==> config.mk <==
export PLATFORM = sky130hd
export DESIGN_NAME = predictor_update_sched
export DESIGN_NICKNAME = d
export VERILOG_FILES = /design/src/rtl/predictor_update_sched.sv
export SDC_FILE = /design/constraint.sdc
export NUM_CORES = 1
export LEC_CHECK = 0
export ABC_AREA = 0
export CORE_ASPECT_RATIO = 0.5
export CORE_UTILIZATION = 40
export DETAILED_ROUTE_END_ITERATION = 16
export PLACE_DENSITY = 0.72
export SLEW_MARGIN = 40
export SYNTH_ARGS = -nofsm -noshare
export SYNTH_HDL_FRONTEND = slang
export SYNTH_SLANG_ARGS = --single-unit
==> constraint.sdc <==
create_clock -name clk -period 5.5 [get_ports clk]
set_input_delay 0.55 -clock clk [delete_from_list [all_inputs] [get_ports clk]]
set_output_delay 0.55 -clock clk [all_outputs]
set_load 0.02 [all_outputs]
==> src/rtl/predictor_update_sched.sv <==
// Merges branch-resolution reports from two commit sources into a small in-order
// FIFO and issues them one per cycle to the predictor's single update port.
module predictor_update_sched #(
    parameter int DEPTH       = 4,
    parameter int DEPTH_WIDTH = 2
) (
    input  logic        clk,
    input  logic        rst,
    input  logic        rdy,
    input  logic        a_valid,
    input  logic [31:0] a_pc,
    input  logic        a_taken,
    input  logic        a_pred,
    output logic        a_ready,
    input  logic        b_valid,
    input  logic [31:0] b_pc,
    input  logic        b_taken,
    input  logic        b_pred,
    output logic        b_ready,
    output logic        update,
    output logic [31:0] update_pc,
    output logic        update_result,
    output logic [31:0] branch_cnt,
    output logic [31:0] mispred_cnt
);
    localparam int CW = DEPTH_WIDTH + 1;
    localparam logic [CW-1:0] FULL      = CW'(DEPTH);
    localparam logic [CW-1:0] ROOM_FOR2 = CW'(DEPTH - 2);

    // Entry layout: {pc[31:0], taken, pred}
    logic [33:0]            mem [DEPTH];
    logic [DEPTH_WIDTH-1:0] wptr_reg, rptr_reg;
    logic [CW-1:0]          count_reg, count_next;
    logic                   push_a, push_b, pop;
    logic [DEPTH_WIDTH-1:0] wptr_b;
    logic [33:0]            head;

    // Ready depends only on the occupancy at the start of the cycle; a
    // same-cycle pop does not free a slot for the incoming reports.
    assign a_ready = rdy & (count_reg < FULL);
    assign b_ready = rdy & (a_valid ? (count_reg <= ROOM_FOR2) : (count_reg < FULL));

    assign push_a = a_valid & a_ready;
    assign push_b = b_valid & b_ready;
    assign pop    = rdy & (count_reg != '0);
    assign wptr_b = wptr_reg + DEPTH_WIDTH'(push_a);
    assign head   = mem[rptr_reg];

    always_comb begin
        count_next = count_reg + CW'(push_a) + CW'(push_b) - CW'(pop);
    end

    // Storage is never reset: entries beyond count are never issued.
    always_ff @(posedge clk) begin
        if (push_a) mem[wptr_reg] <= {a_pc, a_taken, a_pred};
        if (push_b) mem[wptr_b]   <= {b_pc, b_taken, b_pred};
    end

    always_ff @(posedge clk) begin
        if (rst) begin
            wptr_reg      <= '0;
            rptr_reg      <= '0;
            count_reg     <= '0;
            update        <= 1'b0;
            update_pc     <= '0;
            update_result <= 1'b0;
            branch_cnt    <= '0;
            mispred_cnt   <= '0;
        end else if (rdy) begin
            wptr_reg  <= wptr_b + DEPTH_WIDTH'(push_b);
            count_reg <= count_next;
            if (pop) begin
                rptr_reg      <= rptr_reg + 1'b1;
                update        <= 1'b1;
                update_pc     <= head[33:2];
                update_result <= head[1];
                branch_cnt    <= branch_cnt + 32'd1;
                if (head[1] != head[0]) mispred_cnt <= mispred_cnt + 32'd1;
            end else begin
                update <= 1'b0;
            end
        end
    end
endmodule

==> flow_metrics.py, run 1 <==
metrics = {
    "outcome": {
        "status": "complete, no violations",
    },
    "clock_tree": {
        "post-cts-setup-buffers": 0,
        "cts_num_sinks": 243,
        "cts-root-buf": "clkbuf_16",
        "cts-hold-fix-buffers": 0,
        "htree_levels": 1,
        "cts.clk_slew.worst_paths_ns": 0.07,
        "cts-buffers-inserted": 24,
        "tritoncts": "yes",
        "clk_path_buf_depth": 3,
        "cts_resized": 0,
        "clk_latency_ns": 0.55,
    },
    "flow_run": {
        "drv_cap": 0,
    },
    "global_routing": {
        "grt_max_degree": 107,
        "grt_overflow": 0,
        "antenna_found_initial": 0,
        "grt_first_pass_wirelength_um": 41700,
        "first_global_vias": 7863,
        "gr-usage-all-layers_pct": 18.3,
    },
    "drt": {
        "routed_via_density": 5.28,
        "first_pass_iters": 5,
        "routedWlPerCell_um": 18.2,
        "ant_nets": 0,
        "num_vias": 7639,
        "drc_errors": 0,
        "drtIter0Drc": 581,
        "routed_wl_um": 26400,
    },
    "floorplanning": {
        "fp.dieH_um": 120,
        "num_rows": 42,
        "dieArea_um2": 28700,
        "io_pins": 173,
        "core_um2": 27000,
        "die_w_um": 239,
        "initial_core_util_pct": 41.5,
    },
    "worst_setup_path": {
        "cp_cell_sequence": "clkdlybuf4s50_1, nor2b_1, nand2_1, inv_1, ha_1, or3_4, o21ai_4, buf_4",
        "arrival_ns": 3.57,
        "crit_path_start_kind": "input port",
        "cp-end-kind": "flop",
        "crit_family": "buffers and inverters",
        "cp_slowest_cell": "clkdlybuf4s50_1",
        "crit_cells": 8,
        "cp_num_buf_inv": 3,
        "worst_r2r_path_depth": 6,
        "critPathMaxFanout": 35,
        "reg2reg_slack_ns": 2.55,
        "critical-path-max-stage-delay_ns": 0.75,
        "crit_type": "input port to flop",
        "crit_required_ns": 5.72,
    },
    "pwr": {
        "p_int_mw": 3.73,
        "power_density_nw_per_um2": 372,
        "swShare_pct": 29.3,
        "switchingPower_mw": 1.54,
        "p_comb_share_pct": 24.0,
        "p_seq_share_pct": 42.2,
        "clockPowerShare_pct": 33.8,
        "leakagePower_nw": 4.59,
        "ir_drop_mv": 0.207,
    },
    "synth": {
        "synth_area_leader_cell": "edfxtp_1",
        "synth-seq-area-share_pct": 55.6,
        "synth_common_cells": "136 x edfxtp_1, 125 x mux2_2, 107 x dfxtp_1",
        "syn_area_per_cell_um2": 12.5,
        "ys_warn_count": 0,
        "synthTopCellsByArea": "edfxtp_1 36%, dfxtp_1 19%, mux2_2 13%",
        "syn_inst": 897,
        "synth_nets": 978,
        "ys_ff_latch": 243,
        "synth_area_um2": 11200,
        "synth_top_family_by_area": "multiplexers",
        "synth_mux_area_share_pct": 20.9,
        "synth_top_area_share_pct": 36.5,
        "synth_edf_count": 136,
        "synth-main-ff-cell": "edfxtp_1",
        "synth_simple_gate_area_share_pct": 11.9,
        "yosysMostFrequentCell": "edfxtp_1",
        "synth_xor_xnor_area_share_pct": 4.32,
        "synthAdderAreaFrac_pct": 0.961,
        "async_reset_ff_share_pct": 0,
        "ys_types": 46,
        "synth_compound_area_share_pct": 3.99,
    },
    "timing": {
        "rsz0062_at_grt": "no",
        "min_period_over_period_pct": 60.9,
        "fmax_mhz": 298,
        "setup_viol": 0,
        "skew_ns": 0.0277,
        "slew_viol_final": 0,
        "hold_viol_final": 0,
        "tns_ns": 0,
        "whs_ns": 0.456,
        "min_period_ns": 3.35,
        "slew_headroom_pct": 48.3,
        "tightest_slew_ns": 0.773,
    },
    "cells_and_area": {
        "antennaDiodeCount": 0,
        "area_delta_synth_final_pct": 26.8,
        "fill_cells": 2249,
        "drive_above_1_share_pct": 21.2,
        "finish.utilization_pct": 52.6,
        "largest_reg_flops": 136,
        "final_area_um2": 14200,
        "nets": 1136,
        "finalNonFillerCells": 1447,
        "largest_register": "mem",
    },
    "place": {
        "place_area_um2": 13300,
        "dp_hpwl_um": 16500,
        "dp.cells": 1403,
        "io_buffers": 172,
        "place_congestion": 0.848,
    },
    "min_path": {
        "min_delay_path_depth": 2,
        "hold_path_class": "flop to flop",
    },
}
[area by class of cell]
class	count	area, µm²	area share [%]
repair buffers	180	1790	12.6
inverters	15	56.3	0.397
clock inverters	11	140	0.987
well taps	374	468	3.30
clock buffers	33	728	5.13
multi-input cells	591	4780	33.7
flip-flops and latches	243	6230	43.9
[routing by layer]
metal / share of wire, % / up-vias / track usage [%] / wire, µm
met5: 0 / - / 0 / 0
met3: 3.4 / 44 / 3.17 / 884
met1: 44 / 3818 / 23.2 / 11600
met2: 50 / 143 / 32.4 / 13300
met4: 2.3 / 0 / 4.97 / 619
li1: - / 3634 / - / -
[worst min-delay path, cell delays in order (launching register included)]
cell,delay [ns]
dfxtp_1,0.31
nand2_1,0.05
a21oi_1,0.05
[cells by family (layout without fill, tap and decap cells)]
logic type / Yosys count / in the layout
compound gates: 82 / 82
xor+xnor: 53 / 53
fa+ha+maj: 8 / 8
buf+inv: 63 / 239
flops: 243 / 243
mux: 174 / 174
simple gates: 274 / 274
[power by group through the flow]
stage                     combinational (mW)  clock [mW]  sequential, mW
after CTS                               1.28        1.81            2.23
after global placement                  1.25           0            2.26
after detailed placement                1.27           0            2.27
final                                   1.26        1.78            2.23
after global routing                    1.37        1.89            2.25
after floorplan                        0.731           0            2.33
[metrics by stage]
| step | power [mW] | setup slack (ns) |
|---|---|---|
| 6_report | 5.27 | 2.15 |
| 5_1_grt | 5.51 | 1.99 |
| 4_1_cts | 5.32 | 2.13 |
| 3_5_place_dp | 3.54 | 1.57 |
| 3_3_place_gp | 3.51 | 1.29 |
| 2_1_floorplan | 3.06 | 1.11 |
[cells in the final DEF, fill, tap and decap left out, types with 27 or more instances in the layout]
master           netlist  layout
nand2_1               97      95
clkbuf_16              0      27
dfxtp_1              107     105
a21oi_1               56      56
edfxtp_1             136     136
nor2_1                61      61
xnor2_1               36      36
clkdlybuf4s50_1        0     171
mux4_2                34      34
mux2_2               125     125
[worst paths after layout]
check	from	end
setup reg to reg	flop	mispred_cnt[23]
hold reg to reg	update_pc[19]	update_pc[19]
hold / removal	update_pc[19]	update_pc[19]
setup / recovery	rdy	mem[2][2]
(Power assumes the default switching activity.)
==> run 2, diff against run 1 <==
clock period = 3.5 ns   (was 5.5 ns; I/O delays follow)
==> flow_metrics.py, run 2 (synthesis gave the netlist of run 1 again) <==
metrics = {
    "outcome": {
        "status": "complete, no violations",
    },
    "clock_tree": {
        "cts.clk_slew.worst_paths_ns": 0.07,
        "cts-root-buf": "clkbuf_16",
        "post-cts-setup-buffers": 0,
        "htree_levels": 1,
        "tritoncts": "yes",
        "clk_path_buf_depth": 3,
        "cts_num_sinks": 243,
        "cts-hold-fix-buffers": 0,
        "cts-buffers-inserted": 23,
        "cts_resized": 0,
        "clk_latency_ns": 0.54,
    },
    "place": {
        "place_area_um2": 13500,
        "io_buffers": 172,
        "dp_slack_ns": 0.323,
        "place_congestion": 0.802,
        "dp_hpwl_um": 18100,
    },
    "drt": {
        "drtIter0Drc": 545,
        "ant_nets": 0,
        "first_pass_iters": 5,
        "routed_wl_um": 27700,
        "num_vias": 7776,
        "drc_errors": 0,
        "routedWlPerCell_um": 19.0,
        "routed_via_density": 5.34,
    },
    "timing": {
        "slew_viol_final": 0,
        "setup_viol": 0,
        "min_period_ns": 2.73,
        "final.setup.worst_slack_ns": 0.772,
        "hold_viol_final": 0,
        "min_period_over_period_pct": 77.9,
        "whs_ns": 0.290,
        "fmax_mhz": 367,
        "tightest_slew_ns": 0.686,
        "rsz0062_at_grt": "no",
        "skew_ns": 0.0163,
        "slew_headroom_pct": 53.7,
    },
    "cells_and_area": {
        "largest_reg_flops": 136,
        "nets": 1147,
        "antennaDiodeCount": 0,
        "area_delta_synth_final_pct": 27.0,
        "final_cell_mix": "171 x clkdlybuf4s50_1, 136 x edfxtp_1, 125 x mux2_2",
        "layout_commonest_cell": "clkdlybuf4s50_1",
        "final_area_um2": 14200,
        "drive_above_1_share_pct": 21.6,
        "largest_register": "mem",
    },
    "global_routing": {
        "grt_max_degree": 75,
        "gr-usage-all-layers_pct": 19.3,
        "first_global_vias": 7985,
        "antenna_found_initial": 0,
        "grt_first_pass_wirelength_um": 43400,
        "grt_overflow": 0,
    },
    "worst_setup_path": {
        "arrival_ns": 3.02,
        "critical-path-max-stage-delay_ns": 0.48,
        "rr_endpoint": "mem[0][32]",
        "crit_family": "simple AND/OR/NAND/NOR gates",
        "worst_r2r_path_depth": 8,
        "critPathMaxFanout": 34,
        "r2r_start": "count_reg[2]",
        "crit_path_start_kind": "flop",
        "cp-end-kind": "flop",
        "reg2reg_slack_ns": 0.77,
        "cp_cell_sequence": "nor2b_1, nand2_1, inv_1, ha_1, xor2_1, or3_2, buf_4, mux2_1",
        "crit_required_ns": 3.79,
        "cp_slowest_cell": "or3_2",
        "crit_type": "flop to flop",
        "cp_num_buf_inv": 2,
    },
    "pwr": {
        "swShare_pct": 29.7,
        "p_int_mw": 5.70,
        "switchingPower_mw": 2.41,
        "p_seq_share_pct": 43.4,
        "p_comb_share_pct": 25.2,
        "ir_drop_mv": 0.294,
        "power_density_nw_per_um2": 570,
        "clockPowerShare_pct": 31.5,
        "leakagePower_nw": 4.61,
    },
    "min_path": {
        "min_delay_path_depth": 2,
        "hold_path_class": "input port to flop",
        "min_to": "branch_cnt[31]",
        "min-delay-start": "rst",
    },
    "floorplanning": {
        "die_w_um": 239,
        "io_pins": 173,
        "num_rows": 42,
        "core_um2": 27000,
        "initial_core_util_pct": 41.5,
        "dieArea_um2": 28700,
        "fp.dieH_um": 120,
    },
    "flow_run": {
        "drv_cap": 0,
    },
}
[run 2: area by class of cell]
type | instances | area [µm²]
fill | 2296 | 12700
clock inverter | 10 | 116
tap | 374 | 468
sequential | 243 | 6230
clock buffer | 31 | 636
inverter | 15 | 56.3
timing repair buffer | 192 | 1950
multi-input combinational | 591 | 4760
[run 2: per-stage QoR]
stage | TNS, ns | util [%] | power, mW | instances
2_1_floorplan | -23.43 | - | 4.81 | 897
3_3_place_gp | 0 | 49.9 | 5.58 | 1415
3_5_place_dp | 0 | 49.9 | 5.63 | 1415
4_1_cts | 0 | 52.7 | 8.19 | 1456
5_1_grt | 0 | 52.7 | 8.45 | 1456
6_report | 0 | 52.7 | 8.10 | 1456
[run 2: worst max path at each step]
stage / from / end / slack, ns / cells past startpoint
6_report: count_reg[2] / mem[0][32] / 0.77 / 8
5_1_grt: count_reg[1] / count_reg[2] / 0.60 / 12
4_1_cts: count_reg[2] / mem[0][32] / 0.76 / 8
3_5_place_dp: rdy / mem[0][15] / 0.32 / 9
3_3_place_gp: rdy / mem[0][32] / 0.42 / 8
2_1_floorplan: rdy / mem[0][0] / -0.69 / 4
[run 2: worst register-to-register path, stage by stage, from the launching register on]
cell,delay (ns)
dfxtp_1,0.46
nor2b_1,0.10
nand2_1,0.18
inv_1,0.10
ha_1,0.25
xor2_1,0.19
or3_2,0.48
buf_4,0.33
mux2_1,0.39
[run 2: per-layer routing]
layer / vias to the layer above / share of wire [%] / track usage [%]
met5: - / 0 / 0
met4: 0 / 2.3 / 5.37
met3: 35 / 3.4 / 3.17
met2: 152 / 51 / 34.5
met1: 3937 / 43 / 24.2
li1: 3652 / - / -
[run 2: power groups by stage]
stage | logic [mW] | clock network, mW | registers (mW)
2_1_floorplan | 1.15 | 0 | 3.66
3_3_place_gp | 2.02 | 0 | 3.56
3_5_place_dp | 2.05 | 0 | 3.58
4_1_cts | 2.06 | 2.61 | 3.52
5_1_grt | 2.19 | 2.71 | 3.55
6_report | 2.04 | 2.55 | 3.51
